### src/rtl/rx_frame_splitter_pkg.sv
// Shared definitions for the RX frame splitter: header layout, control MAC prefix, FSM states.
package rx_frame_splitter_pkg;

    localparam int unsigned HDR_W       = 128;
    localparam int unsigned HDR_BYTES   = 14;
    localparam int unsigned HDR_FIELDS  = 8 * HDR_BYTES;

    // Header bit positions (LSB of each field)
    localparam int unsigned HDR_PORT    = 124;
    localparam int unsigned HDR_ERR     = 115;
    localparam int unsigned HDR_CTRL    = 114;
    localparam int unsigned HDR_BCAST   = 113;
    localparam int unsigned HDR_MCAST   = 112;
    localparam int unsigned HDR_DST     = 64;
    localparam int unsigned HDR_SRC     = 16;
    localparam int unsigned HDR_ETYPE   = 0;

    localparam logic [43:0] CTRL_MAC_PREFIX = 44'h0180C200000;

    typedef enum logic [2:0] {
        S_IDLE,
        S_HDR,
        S_BODY,
        S_DISCARD,
        S_FLUSH
    } state_t;

    // Assemble the header word from the captured dst/src/ethertype bytes and flags
    function automatic logic [HDR_W-1:0] build_header(
        input logic [3:0]            port,
        input logic                  err,
        input logic                  ctrl,
        input logic                  bcast,
        input logic                  mcast,
        input logic [HDR_FIELDS-1:0] fields
    );
        logic [HDR_W-1:0] h;
        h                   = '0;
        h[HDR_PORT +: 4]    = port;
        h[HDR_ERR]          = err;
        h[HDR_CTRL]         = ctrl;
        h[HDR_BCAST]        = bcast;
        h[HDR_MCAST]        = mcast;
        h[HDR_DST +: 48]    = fields[111:64];
        h[HDR_SRC +: 48]    = fields[63:16];
        h[HDR_ETYPE +: 16]  = fields[15:0];
        return h;
    endfunction

endpackage

### src/rtl/l2_dst_classifier.sv
// Destination MAC classifier: link-local control, broadcast and multicast flags.
module l2_dst_classifier
    import rx_frame_splitter_pkg::*;
(
    input  logic [47:0] dst,
    output logic        ctrl,
    output logic        bcast,
    output logic        mcast
);

    // Pure decode of the raw destination address
    always_comb begin
        ctrl  = (dst[47:4] == CTRL_MAC_PREFIX);
        bcast = &dst;
        mcast = dst[40];
    end

endmodule

### src/rtl/rx_frame_splitter.sv
// Per-port ingress splitter: header bytes 0..13 to one header word, remaining bytes to body FIFO.
module rx_frame_splitter
    import rx_frame_splitter_pkg::*;
#(
    parameter logic [3:0]  PORT_ID  = 4'd0,
    parameter int unsigned MAX_BODY = 1500
) (
    input  logic         clk,
    input  logic         arst_n,
    input  logic         rx_valid,
    input  logic [7:0]   rx_data,
    input  logic         rx_last,
    input  logic         rx_err,
    output logic [127:0] h_fifo_din,
    output logic         h_fifo_wren,
    input  logic         h_fifo_full,
    output logic [7:0]   b_fifo_din,
    output logic         b_fifo_del,
    output logic         b_fifo_wren,
    input  logic         b_fifo_full,
    input  logic         b_fifo_afull,
    output logic [15:0]  stat_frames,
    output logic [15:0]  stat_drops
);

    localparam int unsigned       CNT_W     = $clog2(MAX_BODY + 1);
    localparam logic [CNT_W-1:0]  HDR_LAST  = CNT_W'(HDR_BYTES - 1);
    localparam logic [CNT_W-1:0]  BODY_LAST = CNT_W'(MAX_BODY - 1);

    state_t                 state, state_nxt;
    logic [CNT_W-1:0]       cnt, cnt_nxt;
    logic                   frame_open, open_nxt;
    logic [HDR_FIELDS-1:0]  hdr_sr;
    logic                   commit_pend, err_pend;

    logic                   push, push_del, commit, commit_err, drop, cap;
    logic [7:0]             push_data;
    logic                   cls_ctrl, cls_bcast, cls_mcast;

    l2_dst_classifier u_cls (
        .dst   (hdr_sr[111:64]),
        .ctrl  (cls_ctrl),
        .bcast (cls_bcast),
        .mcast (cls_mcast)
    );

    // State register
    always_ff @(posedge clk or negedge arst_n) begin
        if (!arst_n) state <= S_IDLE;
        else         state <= state_nxt;
    end

    // Next-state decode
    always_comb begin
        state_nxt = state;
        unique case (state)
            S_IDLE: if (rx_valid) begin
                if (rx_last)                         state_nxt = S_IDLE;
                else if (h_fifo_full || b_fifo_afull) state_nxt = S_DISCARD;
                else                                 state_nxt = S_HDR;
            end
            S_HDR: if (rx_valid) begin
                if (rx_last)
                    state_nxt = (cnt == HDR_LAST && b_fifo_full) ? S_FLUSH : S_IDLE;
                else if (cnt == HDR_LAST)
                    state_nxt = S_BODY;
            end
            S_BODY: if (rx_valid) begin
                if (b_fifo_full)             state_nxt = S_FLUSH;
                else if (rx_last)            state_nxt = S_IDLE;
                else if (cnt == BODY_LAST)   state_nxt = S_DISCARD;
            end
            S_DISCARD: if (rx_valid && rx_last) state_nxt = S_IDLE;
            // Leave flush into discard if a frame (old tail or new arrival) is still streaming
            S_FLUSH: if (!b_fifo_full) state_nxt = open_nxt ? S_DISCARD : S_IDLE;
            default: state_nxt = S_IDLE;
        endcase
    end

    // Per-state actions: body push, commit request, drop count, header capture, counters
    always_comb begin
        push       = 1'b0;
        push_data  = '0;
        push_del   = 1'b0;
        commit     = 1'b0;
        commit_err = 1'b0;
        drop       = 1'b0;
        cap        = 1'b0;
        cnt_nxt    = cnt;
        open_nxt   = frame_open;
        unique case (state)
            S_IDLE: if (rx_valid) begin
                if (h_fifo_full || b_fifo_afull) begin
                    drop     = 1'b1;
                    open_nxt = ~rx_last;
                end else if (rx_last) begin
                    drop = 1'b1;
                end else begin
                    cap     = 1'b1;
                    cnt_nxt = CNT_W'(1);
                end
            end
            S_HDR: if (rx_valid) begin
                cap     = 1'b1;
                cnt_nxt = cnt + CNT_W'(1);
                if (rx_last) begin
                    if (cnt != HDR_LAST) begin
                        drop = 1'b1;
                    end else if (!b_fifo_full) begin
                        push       = 1'b1;
                        push_del   = 1'b1;
                        commit     = 1'b1;
                        commit_err = rx_err;
                    end else begin
                        open_nxt = 1'b0;
                    end
                end else if (cnt == HDR_LAST) begin
                    cnt_nxt = '0;
                end
            end
            S_BODY: if (rx_valid) begin
                if (b_fifo_full) begin
                    open_nxt = ~rx_last;
                end else begin
                    push      = 1'b1;
                    push_data = rx_data;
                    cnt_nxt   = cnt + CNT_W'(1);
                    if (rx_last) begin
                        push_del   = 1'b1;
                        commit     = 1'b1;
                        commit_err = rx_err;
                    end else if (cnt == BODY_LAST) begin
                        push_del   = 1'b1;
                        commit     = 1'b1;
                        commit_err = 1'b1;
                    end
                end
            end
            S_DISCARD: ;
            S_FLUSH: begin
                if (rx_valid) begin
                    if (frame_open) begin
                        if (rx_last) open_nxt = 1'b0;
                    end else begin
                        drop     = 1'b1;
                        open_nxt = ~rx_last;
                    end
                end
                if (!b_fifo_full) begin
                    push       = 1'b1;
                    push_del   = 1'b1;
                    commit     = 1'b1;
                    commit_err = 1'b1;
                end
            end
            default: ;
        endcase
    end

    // Registered datapath: body push, delayed header commit, statistics
    always_ff @(posedge clk or negedge arst_n) begin
        if (!arst_n) begin
            cnt         <= '0;
            frame_open  <= 1'b0;
            hdr_sr      <= '0;
            b_fifo_wren <= 1'b0;
            b_fifo_din  <= '0;
            b_fifo_del  <= 1'b0;
            commit_pend <= 1'b0;
            err_pend    <= 1'b0;
            h_fifo_wren <= 1'b0;
            h_fifo_din  <= '0;
            stat_frames <= '0;
            stat_drops  <= '0;
        end else begin
            cnt         <= cnt_nxt;
            frame_open  <= open_nxt;
            if (cap) hdr_sr <= {hdr_sr[HDR_FIELDS-9:0], rx_data};
            b_fifo_wren <= push;
            b_fifo_din  <= push_data;
            b_fifo_del  <= push_del;
            commit_pend <= commit;
            err_pend    <= commit_err;
            h_fifo_wren <= commit_pend;
            // hdr_sr is only overwritten by a new frame's byte 0 on this same edge, so it still
            // holds the committing frame here
            if (commit_pend) begin
                h_fifo_din <= build_header(PORT_ID, err_pend, cls_ctrl & ~err_pend,
                                           cls_bcast, cls_mcast, hdr_sr);
                if (stat_frames != '1) stat_frames <= stat_frames + 16'd1;
            end
            if (drop && stat_drops != '1) stat_drops <= stat_drops + 16'd1;
        end
    end

endmodule

### config.mk
export PLATFORM = sky130hd
export DESIGN_NAME = rx_frame_splitter
export DESIGN_NICKNAME = d
export VERILOG_FILES = /design/src/rtl/rx_frame_splitter_pkg.sv /design/src/rtl/l2_dst_classifier.sv /design/src/rtl/rx_frame_splitter.sv
export SDC_FILE = /design/constraint.sdc
export NUM_CORES = 1
export LEC_CHECK = 0
export CAP_MARGIN = 0
export CORE_MARGIN = 2
export CORE_UTILIZATION = 55
export DETAILED_ROUTE_END_ITERATION = 8
export GPL_TIMING_DRIVEN = 0
export PLACE_DENSITY = 0.93
export SYNTH_ARGS = -nofsm -noshare
export SYNTH_HDL_FRONTEND = slang
export SYNTH_SLANG_ARGS = --single-unit
### constraint.sdc
create_clock -name clk -period 3.1 [get_ports clk]
set_input_delay 0.62 -clock clk [delete_from_list [all_inputs] [get_ports clk]]
set_output_delay 0.62 -clock clk [all_outputs]
set_load 0.05 [all_outputs]
* Word-level counts from Yosys, hierarchy flattened *
Cells that the tools add are included.

word-level totals
  register bits = 287
  bits in latches = 0
  memory bits (writable) = 0
  bits in read-only memories = 0
  bits of input ports = 16
  output and inout bits = 171
  word-level logic and storage cells = 119
  memories kept = 0

operators by class
  add/subtract/negate cells = 3
  $mul = 0
  divide/modulo/power cells = 0
  order comparisons = 0
  equality and inequality tests = 20
  shifts and indexed selects = 0
  muxes and demuxes = 71
  bitwise logic cells = 3
  reduce and logical (&&, ||, !) cells = 10

operators with widths
  operator                                                                 number
  11-bit two-way mux                                                       8
  48-bit AND reduction                                                     1
  44-bit by 37-bit equality test with 1-bit output, second input constant  1
  1-bit two-way mux                                                        38
  3-bit two-way mux                                                        11
  11-bit one-hot mux with 3 select lines                                   1
  16-bit by 1-bit adder with 16-bit output, second input constant          2
  16-bit != test, second input constant                                    2
  8-bit two-way mux                                                        3
  2-bit != test, second input constant                                     8
  3-bit one-hot mux with 5 select lines                                    1
  7-bit AND reduction                                                      2
  1-bit one-hot mux with 3 select lines                                    4
  11-bit by 1-bit adder with 11-bit output, second input constant          1
  11-bit equality test, second input constant                              1
  11-bit by 4-bit equality test with 1-bit output, second input constant   1
  11-bit by 4-bit != test with 1-bit output, second input constant         1
  3-bit by 2-bit equality test with 1-bit output, second input constant    2
  2-bit two-way mux                                                        3
  4-bit != test, second input constant                                     1
  1-bit one-hot mux with 4 select lines                                    1
  3-bit by 1-bit equality test with 1-bit output, second input constant    1
  3-bit equality test, second input constant                               1
  1-bit logical AND                                                        3
  8 further kinds                                                          9

* Longest topological paths before layout *
Gate-level depths: netlist (run 1).

  depth after elaboration = 8
  mapped depth = 7
  mapped depth without buffers = 6

* Hierarchy *
Synthesis (run 1) repeated with hierarchy kept, for this count alone.

second synthesis, totals
  cell total of the unflattened synthesis = 843
  area, all modules = 12176.7 µm²

modules (own cells, without submodules)
  module             times used  cells an instance  area an instance (µm²)  seq. area each (µm²)
  rx_frame_splitter  1           811                11954.0                 7181.9
  l2_dst_classifier  1           32                 222.7                   0.0

* Worst setup path before layout (run 1) *
No wires, ideal clock.

  kind = register -> register
  start point = register stat_drops[0]
  end point = register stat_drops[6]
  setup time = 144 ps
  arrival time = 1992 ps
  data required time = 2956 ps
  slack = 964 ps
  cell stages (with the launch flop) = 8
  buffers on the path = 1
  period minus slack after synthesis = 2136 ps
  cells stage by stage = dfrtp_1 -> ha_1 -> nand2_1 -> nor4_1 -> nand2_1 -> clkbuf_1 -> and3_1 -> xor2_1

between the ends
  cells in the longest elaborated chain, start to end = 2
  elaborated cells between the ends (all ways) = 3
  classes of those cells = add/sub (1); eq/ne (1); reduce/logical (1)

ends and longest elaborated chain
  what                                                                                              RTL line                  RTL
  start: declaration                                                                                rx_frame_splitter.sv:23   output logic [15:0] stat_drops
  start signal: assignment                                                                          rx_frame_splitter.sv:192  if (drop && stat_drops != '1) stat_drops <= stat_drops + 16'd1;
  parallel branches: the longest is 2 deep, another holds 16-bit by 1-bit adder with 16-bit output  n/a

Several ways; the timed one is not identified.
A chain may end at the register's enable or synchronous reset.

* Worst setup path after layout (run 1) *
  start point = input b_fifo_afull
  end point = register hdr_sr[105]

between the ends
  cells in the longest elaborated chain, start to end = 4

ends and longest elaborated chain
  what                                   RTL line                  RTL
  start: declaration                     rx_frame_splitter.sv:21   input logic b_fifo_afull,
  1-bit logical OR                       rx_frame_splitter.sv:93   if (h_fifo_full || b_fifo_afull) begin
  1-bit two-way mux                      rx_frame_splitter.sv:93
  1-bit two-way mux                      rx_frame_splitter.sv:92   S_IDLE: if (rx_valid) begin
  1-bit one-hot mux with 2 select lines  rx_frame_splitter.sv:91   unique case (state)
  end signal: assignment                 rx_frame_splitter.sv:178  if (cap) hdr_sr <= {hdr_sr[HDR_FIELDS-9:0], rx_data};
  end: declaration                       rx_frame_splitter.sv:33   logic [HDR_FIELDS-1:0] hdr_sr;

Every way passes these cells.

==> results.cfg, run 1 <==
[status]
status = complete, no violations

[timing]
grt_setup_unrepaired = false
clock.fmax_mhz = 385
fin_crit_sh = 0.837
whs_ns = 0.0228
finClkSkew_ns = 0.00893
max-slew-margin-rel = 0.374
hold_violations = 0
setup_slack_ns = 0.505
fin_crit_ns = 2.59
setup_viol = 0
slew_violations = 0
worstMarginPinSlew_ns = 0.932

[grt]
grt-ovfl-total = 0
grt_max_degree = 121
antenna_found_initial = 0
grtUsageTotal = 0.238
grt_pass1_vias = 7965
grt_pass1_wl_um = 42400

[clocking]
cts_resized = 0
clock-sinks = 286
cts_setup_buffers = 0
path_clk_slew_ns = 0.06
cts_hold_buffers = 0
cts_buffer_depth = 3
cts_root_buffer = clkbuf_16
cts_tree = yes
clk_latency_ns = 0.53
numCtsBuffers = 29
htreeDepth = 1

[setup_path]
path_class = in2reg
required_ns = 3.51
r2r_slack_ns = 0.77
cp_max_fo = 10
r2r-end = hdr_sr[105]
reg2reg_depth = 4
crit_arrival_ns = 3.00
cp-end-kind = register
critPathLaunchType = input port
reg2reg_from = state[0]

[cells_and_area]
final_cell_mix = dfrtp_1 (286), mux2_2 (227), clkdlybuf4s50_1 (170)
final_util = 0.707
diodes = 0
area_growth_pct = 26.3
drive_gt1_frac = 0.288
fin_nets = 1069
final_common_cell = dfrtp_1
final_cells = 1345

[drt]
drtIter0Drc = 426
num_vias = 7614
wl_um = 26400
wl_per_cell_um = 19.6
postRouteAntennaNets = 0
dr.pass1.iters = 4
drc = 0
vias_per_cell = 5.66

[die]
io_pins = 187
die_x_um = 150
start_util = 0.560
die_y_um = 150
die_area_mm2 = 0.0225
core_mm2 = 0.0210
row_count = 53

[logic_synthesis]
synth.avg_cell_area_um2 = 14.1
synthAdderAreaFrac = 0.00427
synth-async-reset-ratio = 1.00
synth_edf_count = 0
netlist_area_mm2 = 0.0117
synth_top_cell_area_share = 0.610
synth_ff_type = dfrtp_1
yosysTopAreaCell = dfrtp_1
synthTopCellsByArea = dfrtp_1 (61%), mux2_2 (22%), xnor2_1 (1.9%)
synth_compound_area_frac = 0.0318
ys_warn_count = 0
synth.distinct_cells = 58
synthCells = 834
synth_mux_area_frac = 0.221
synth_xor_area_frac = 0.0247
synth-seq-area-share = 0.610
synth_top_family_by_area = multiplexers
ys_ff_latch = 286
yosys.area_share.simple = 0.0814

[place]
io_buffers = 171
place_congestion = 0.848
dp_hpwl_um = 18100
place_ws_ns = -0.0285
place_inst = 1293

[power]
cellPowerDensity_mw_per_mm2 = 1010
p_leak_nw = 6.74
total_power_mw = 14.9
ir_drop_mv = 0.863

[hold_path]
hold_class = in2async

[job]
max-cap-violations = 0
kinds of logic after synthesis:
logic type	after synthesis
AO/OA/AOI/OAI	51
multiplexers	230
AND/OR/NAND/NOR	170
other	1
buffers and inverters	59
adder cells (fa/ha/maj)	4
XOR/XNOR	33
flip-flops	286
how the worst max path moves through the flow:
stage                          end           from  cells after the start
global route           hdr_sr[105]   b_fifo_afull                      6
global placement    h_fifo_din[23]         arst_n                      1
CTS                    hdr_sr[105]   b_fifo_afull                      6
detailed placement     hdr_sr[103]   b_fifo_afull                      6
finish                 hdr_sr[105]   b_fifo_afull                      6
floorplan            stat_drops[6]  stat_drops[0]                      7
synth_stat cells, types with 2 or more instances:
library cell,instances
dfrtp_1,286
mux2_2,227
nand2_1,30
nand4_1,30
xnor2_1,26
nand3_1,22
clkbuf_1,20
nor4_1,16
nor2_1,14
and3_1,13
buf_4,13
inv_1,12
nor3_1,11
o21ai_0,11
and2_1,10
a21oi_1,9
buf_2,9
xor2_1,7
nor2b_1,5
buf_6,4
ha_1,4
a22o_1,3
a31oi_1,3
mux2i_1,3
nand2b_1,3
a21o_1,2
a311oi_1,2
a32o_1,2
nor2_2,2
nor3b_1,2
o211ai_1,2
o21a_1,2
o31a_1,2
o32ai_1,2
or4_1,2
per-stage QoR:
step	cell area [um2]	TNS [ns]
CTS	14800	0
detailed placement	13900	-0.186
global placement	13800	-2955.31
finish	14800	0
floorplan	11800	0
global route	14800	0
routing by layer:
layer,global-route usage,part of all wire,wire length [um]
met5,0,0,0
met4,0.0608,0.025,662
met3,0.0628,0.075,1990
met2,0.406,0.50,13200
met1,0.305,0.40,10500
cell type report:
class,count,area [um2]
clock buffer,45,856
inverter,12,45.0
buffer,47,267
timing repair buffer,173,1770
fill,1407,6150
sequential,286,7160
tap,275,344
multi-input combinational,500,4300
clock inverter,7,68.8
where the power goes:
part           switching, mW  leakage [nW]  internal (mW)
clock network           1.38         0.449           1.97
registers               1.08          3.78           4.93
logic                   3.25          2.51           2.31
sequential cells by signal (all words and copies together), names as in the netlist, 3 cells and up:
register	cells
b_fifo_din	8
cnt	11
h_fifo_din	115
hdr_sr	112
stat_drops	16
stat_frames	16
state	3
worst max-delay path, cell delays in order:
cell and delay [ns]:
clkdlybuf4s50_1 0.53, nor3_1 0.10, o211ai_1 0.47, clkbuf_1 0.48
buf_2 0.40, mux2_2 0.39
(Power assumes the default switching activity.)
==> run 2, diff against run 1 <==
- CORE_UTILIZATION: 55 -> 54
- PLACE_DENSITY: 0.93 -> 0.91
- clock period: 3.1 -> 2.7 ns (I/O delays scaled with it)
==> results.cfg, run 2 (synthesis gave the netlist of run 1 again) <==
[timing]
hold_violations = 0
worstMarginPinSlew_ns = 0.977
setup_viol = 0
slew_violations = 0
fin_crit_sh = 0.933
setup_slack_ns = 0.182
grt_setup_unrepaired = false
finClkSkew_ns = 0.0319
clock.fmax_mhz = 397
whs_ns = 0.225
max-slew-margin-rel = 0.344
fin_crit_ns = 2.52

[setup_path]
critPathCapture = hdr_sr[0]
r2r-end = hdr_sr[0]
critPathLaunchType = input port
cp_max_fo = 10
path_class = in2reg
crit_arrival_ns = 2.92
r2r_slack_ns = 0.36
reg2reg_depth = 4
required_ns = 3.10
cp-end-kind = register
startpoint = b_fifo_afull
reg2reg_from = state[0]

[status]
status = complete, no violations

[die]
core_mm2 = 0.0212
die_area_mm2 = 0.0229
start_util = 0.554
row_count = 53
die_y_um = 151
die_x_um = 151
io_pins = 187

[drt]
dr.pass1.iters = 5
vias_per_cell = 5.74
met3_length_um = 2030
wl_um = 27500
top_layer = met4
drtIter0Drc = 451
wl_per_cell_um = 20.5
drc = 0
met1_length_um = 11100
num_vias = 7724
postRouteAntennaNets = 0
met2_length_um = 13800

[cells_and_area]
largest_registers = h_fifo_din: 115 flops, hdr_sr: 112 flops
top_register = h_fifo_din
area_growth_pct = 27.2
drive_gt1_frac = 0.292
largest_reg_flops = 115
fin_nets = 1070
diodes = 0
final_cell_mix = dfrtp_1 (286), mux2_2 (227), clkdlybuf4s50_1 (170)
design_area_mm2 = 0.0149
final_util = 0.705
fillers = 1396
final_common_cell = dfrtp_1
final_cells = 1346

[clocking]
clock-sinks = 286
cts_tree = yes
cts_root_buffer = clkbuf_16
path_clk_slew_ns = 0.06
cts_buffer_depth = 3
numCtsBuffers = 29
clk_latency_ns = 0.55
htreeDepth = 1
cts_setup_buffers = 0

[place]
io_buffers = 171
placedInstanceArea_mm2 = 0.0139
dp_hpwl_um = 18600
place_inst = 1293
place_congestion = 0.892
place_ws_ns = -0.424

[grt]
grt_max_degree = 121
antenna_found_initial = 0
grt-ovfl-total = 0
grt_pass1_wl_um = 43700
grt_pass1_vias = 8060
grtUsageTotal = 0.243

[hold_path]
hold_class = in2reg
hold_start = b_fifo_full

[power]
p_leak_nw = 6.80
ir_drop_mv = 0.904
cellPowerDensity_mw_per_mm2 = 1180

[job]
max-cap-violations = 0
[run 2: what timing repair did]
item	4_1_cts	5_1_grt
hold buffers	1	0
resized for setup	0	0
hold endpoints to repair	50	0
[run 2: worst min-delay path by stage]
stage,cells past startpoint,end,slack [ns]
2_1_floorplan,0,b_fifo_din[0],0.24
3_3_place_gp,1,stat_drops[15],0.48
3_5_place_dp,1,h_fifo_din[99],0.48
4_1_cts,2,err_pend,0.20
5_1_grt,2,err_pend,0.22
6_report,2,err_pend,0.22
[run 2: through the flow]
step / setup TNS [ns] / power [mW]
floorplan: 0 / 11.0
global placement: -3101.85 / 13.1
detailed placement: -29.72 / 13.3
CTS: 0 / 17.7
global route: 0 / 18.3
finish: 0 / 17.6
[run 2: area by class of cell]
type | instances | area (um2) | area share
flip-flops and latches | 286 | 7160 | 0.480
multi-input cells | 500 | 4300 | 0.288
repair buffers | 174 | 1780 | 0.119
clock inverters | 7 | 118 | 0.00789
inverters | 12 | 45.0 | 0.00302
plain buffers | 47 | 267 | 0.0179
well taps | 275 | 344 | 0.0231
clock buffers | 45 | 906 | 0.0607
[run 2: metal layers]
layer | GRT usage | up-vias
met5 | 0 | -
met4 | 0.0579 | 0
met3 | 0.0620 | 54
met2 | 0.420 | 288
met1 | 0.309 | 3954
li1 | - | 3428
[run 2: where the power goes]
group	switching [mW]	total [mW]	internal [mW]
logic	3.77	6.42	2.65
registers	1.28	6.94	5.66
clock network	1.64	4.22	2.58
total	6.69	17.6	10.9
[run 2: critical path: stages]
cell and delay [ns]:
clkdlybuf4s50_1 0.52, nor3_1 0.10, o211ai_1 0.45, clkbuf_1 0.51, buf_2 0.42, mux2_2 0.38
==> run 3, diff against run 2 <==
- GPL_ROUTABILITY_DRIVEN: not set -> 0
==> results.cfg, run 3 (synthesis gave the netlist of run 1 again) <==
[place]
io_buffers = 171
placedInstanceArea_mm2 = 0.0139
dp_hpwl_um = 17800
place_inst = 1293

[cells_and_area]
largest_registers = h_fifo_din: 115 flops, hdr_sr: 112 flops
final_cell_mix = dfrtp_1 (286), mux2_2 (227), clkdlybuf4s50_1 (170)
fin_nets = 1069
drive_gt1_frac = 0.287
final_common_cell = dfrtp_1
area_growth_pct = 26.7
final_cells = 1343
diodes = 0
design_area_mm2 = 0.0149
largest_reg_flops = 115
top_register = h_fifo_din

[clocking]
clk_latency_ns = 0.53
path_clk_slew_ns = 0.06
numCtsBuffers = 28
clock-sinks = 286
cts_buffer_depth = 3
htreeDepth = 1
cts_tree = yes
cts_setup_buffers = 0
cts_root_buffer = clkbuf_16

[power]
p_leak_nw = 6.76
ir_drop_mv = 0.921
cellPowerDensity_mw_per_mm2 = 1170
total_power_mw = 17.3

[drt]
postRouteAntennaNets = 0
drc = 0
met1_length_um = 10600
wl_per_cell_um = 19.7
vias_per_cell = 5.66
dr.pass1.iters = 5
met3_length_um = 2080
drtIter0Drc = 428
top_layer = met4
wl_um = 26400
met2_length_um = 13300
num_vias = 7602

[grt]
grt-ovfl-total = 0
antenna_found_initial = 0
grt_pass1_vias = 7992
grt_pass1_wl_um = 42600
grt_max_degree = 126
grtUsageTotal = 0.236

[setup_path]
critPathLaunchType = input port
path_class = in2reg
cp_max_fo = 10
required_ns = 3.10
cp-end-kind = register
crit_arrival_ns = 2.98

[timing]
finClkSkew_ns = 0.0116
clock.fmax_mhz = 389
max-slew-margin-rel = 0.359
slew_violations = 0
worstMarginPinSlew_ns = 0.954
fin_crit_sh = 0.952
fin_crit_ns = 2.57
hold_violations = 0
setup_viol = 0
grt_setup_unrepaired = false

[die]
start_util = 0.554
core_mm2 = 0.0212
die_y_um = 151
die_x_um = 151
die_area_mm2 = 0.0229
io_pins = 187
row_count = 53

[hold_path]
hold_class = in2reg

[job]
max-cap-violations = 0

[status]
status = complete, no violations
## run 3: where the power goes
group	total (mW)	leakage [nW]	switching (mW)	internal, mW
clock	4.03	0.471	1.57	2.46
sequential	6.91	3.78	1.25	5.66
combinational	6.37	2.51	3.72	2.65
## run 3: worst paths after layout
check	start	to	slack, ns	cells after the start
worst max-delay path	b_fifo_afull	hdr_sr[108]	0.13	6
worst min-delay path	b_fifo_full	err_pend	0.21	2
worst max register to register	state[0]	hdr_sr[108]	0.31	4
worst min register to register	h_fifo_din[22]	h_fifo_din[22]	0.51	1
max in group asynchronous	arst_n	h_fifo_din[17]	1.23	3
min in group asynchronous	arst_n	h_fifo_din[98]	0.52	2
## run 3: per-layer routing
layer | track usage | up-vias
met5 | 0 | -
met4 | 0.0509 | 0
met3 | 0.0584 | 37
met2 | 0.406 | 270
met1 | 0.304 | 3870
li1 | - | 3425
## run 3: final cells by class
type                    instances  area, um2
multi-input cells             500       4300
plain buffers                  47        267
inverters                      12       45.0
clock buffers                  45        866
repair buffers                174       1780
well taps                     275        344
flip-flops and latches        286       7160
clock inverters                 4       95.1
fillers                      1366       6300
## run 3: per-stage QoR
stage	util	hold slack (ns)	TNS, ns	worst slack, ns
CTS	0.702	0.192	0	0.116
global placement	0.653	0.480	-3077.34	-10.70
detailed placement	0.656	0.476	-25.46	-0.382
floorplan	-	0.244	0	0.564
finish	0.702	0.214	0	0.129
global route	0.702	0.211	0	0.0428
## run 3: what timing repair did
item | CTS | global route
setup endpoints to repair | 0 | 0
endpoints found under the hold margin | 48 | 0
resized for setup | 0 | 0
hold buffers | 1 | 0
## run 3: worst max-delay path, stage by stage
cell and delay (ns):
clkdlybuf4s50_1 0.52, nor3_1 0.10, o211ai_1 0.45, clkbuf_1 0.52, buf_2 0.42, mux2_2 0.40
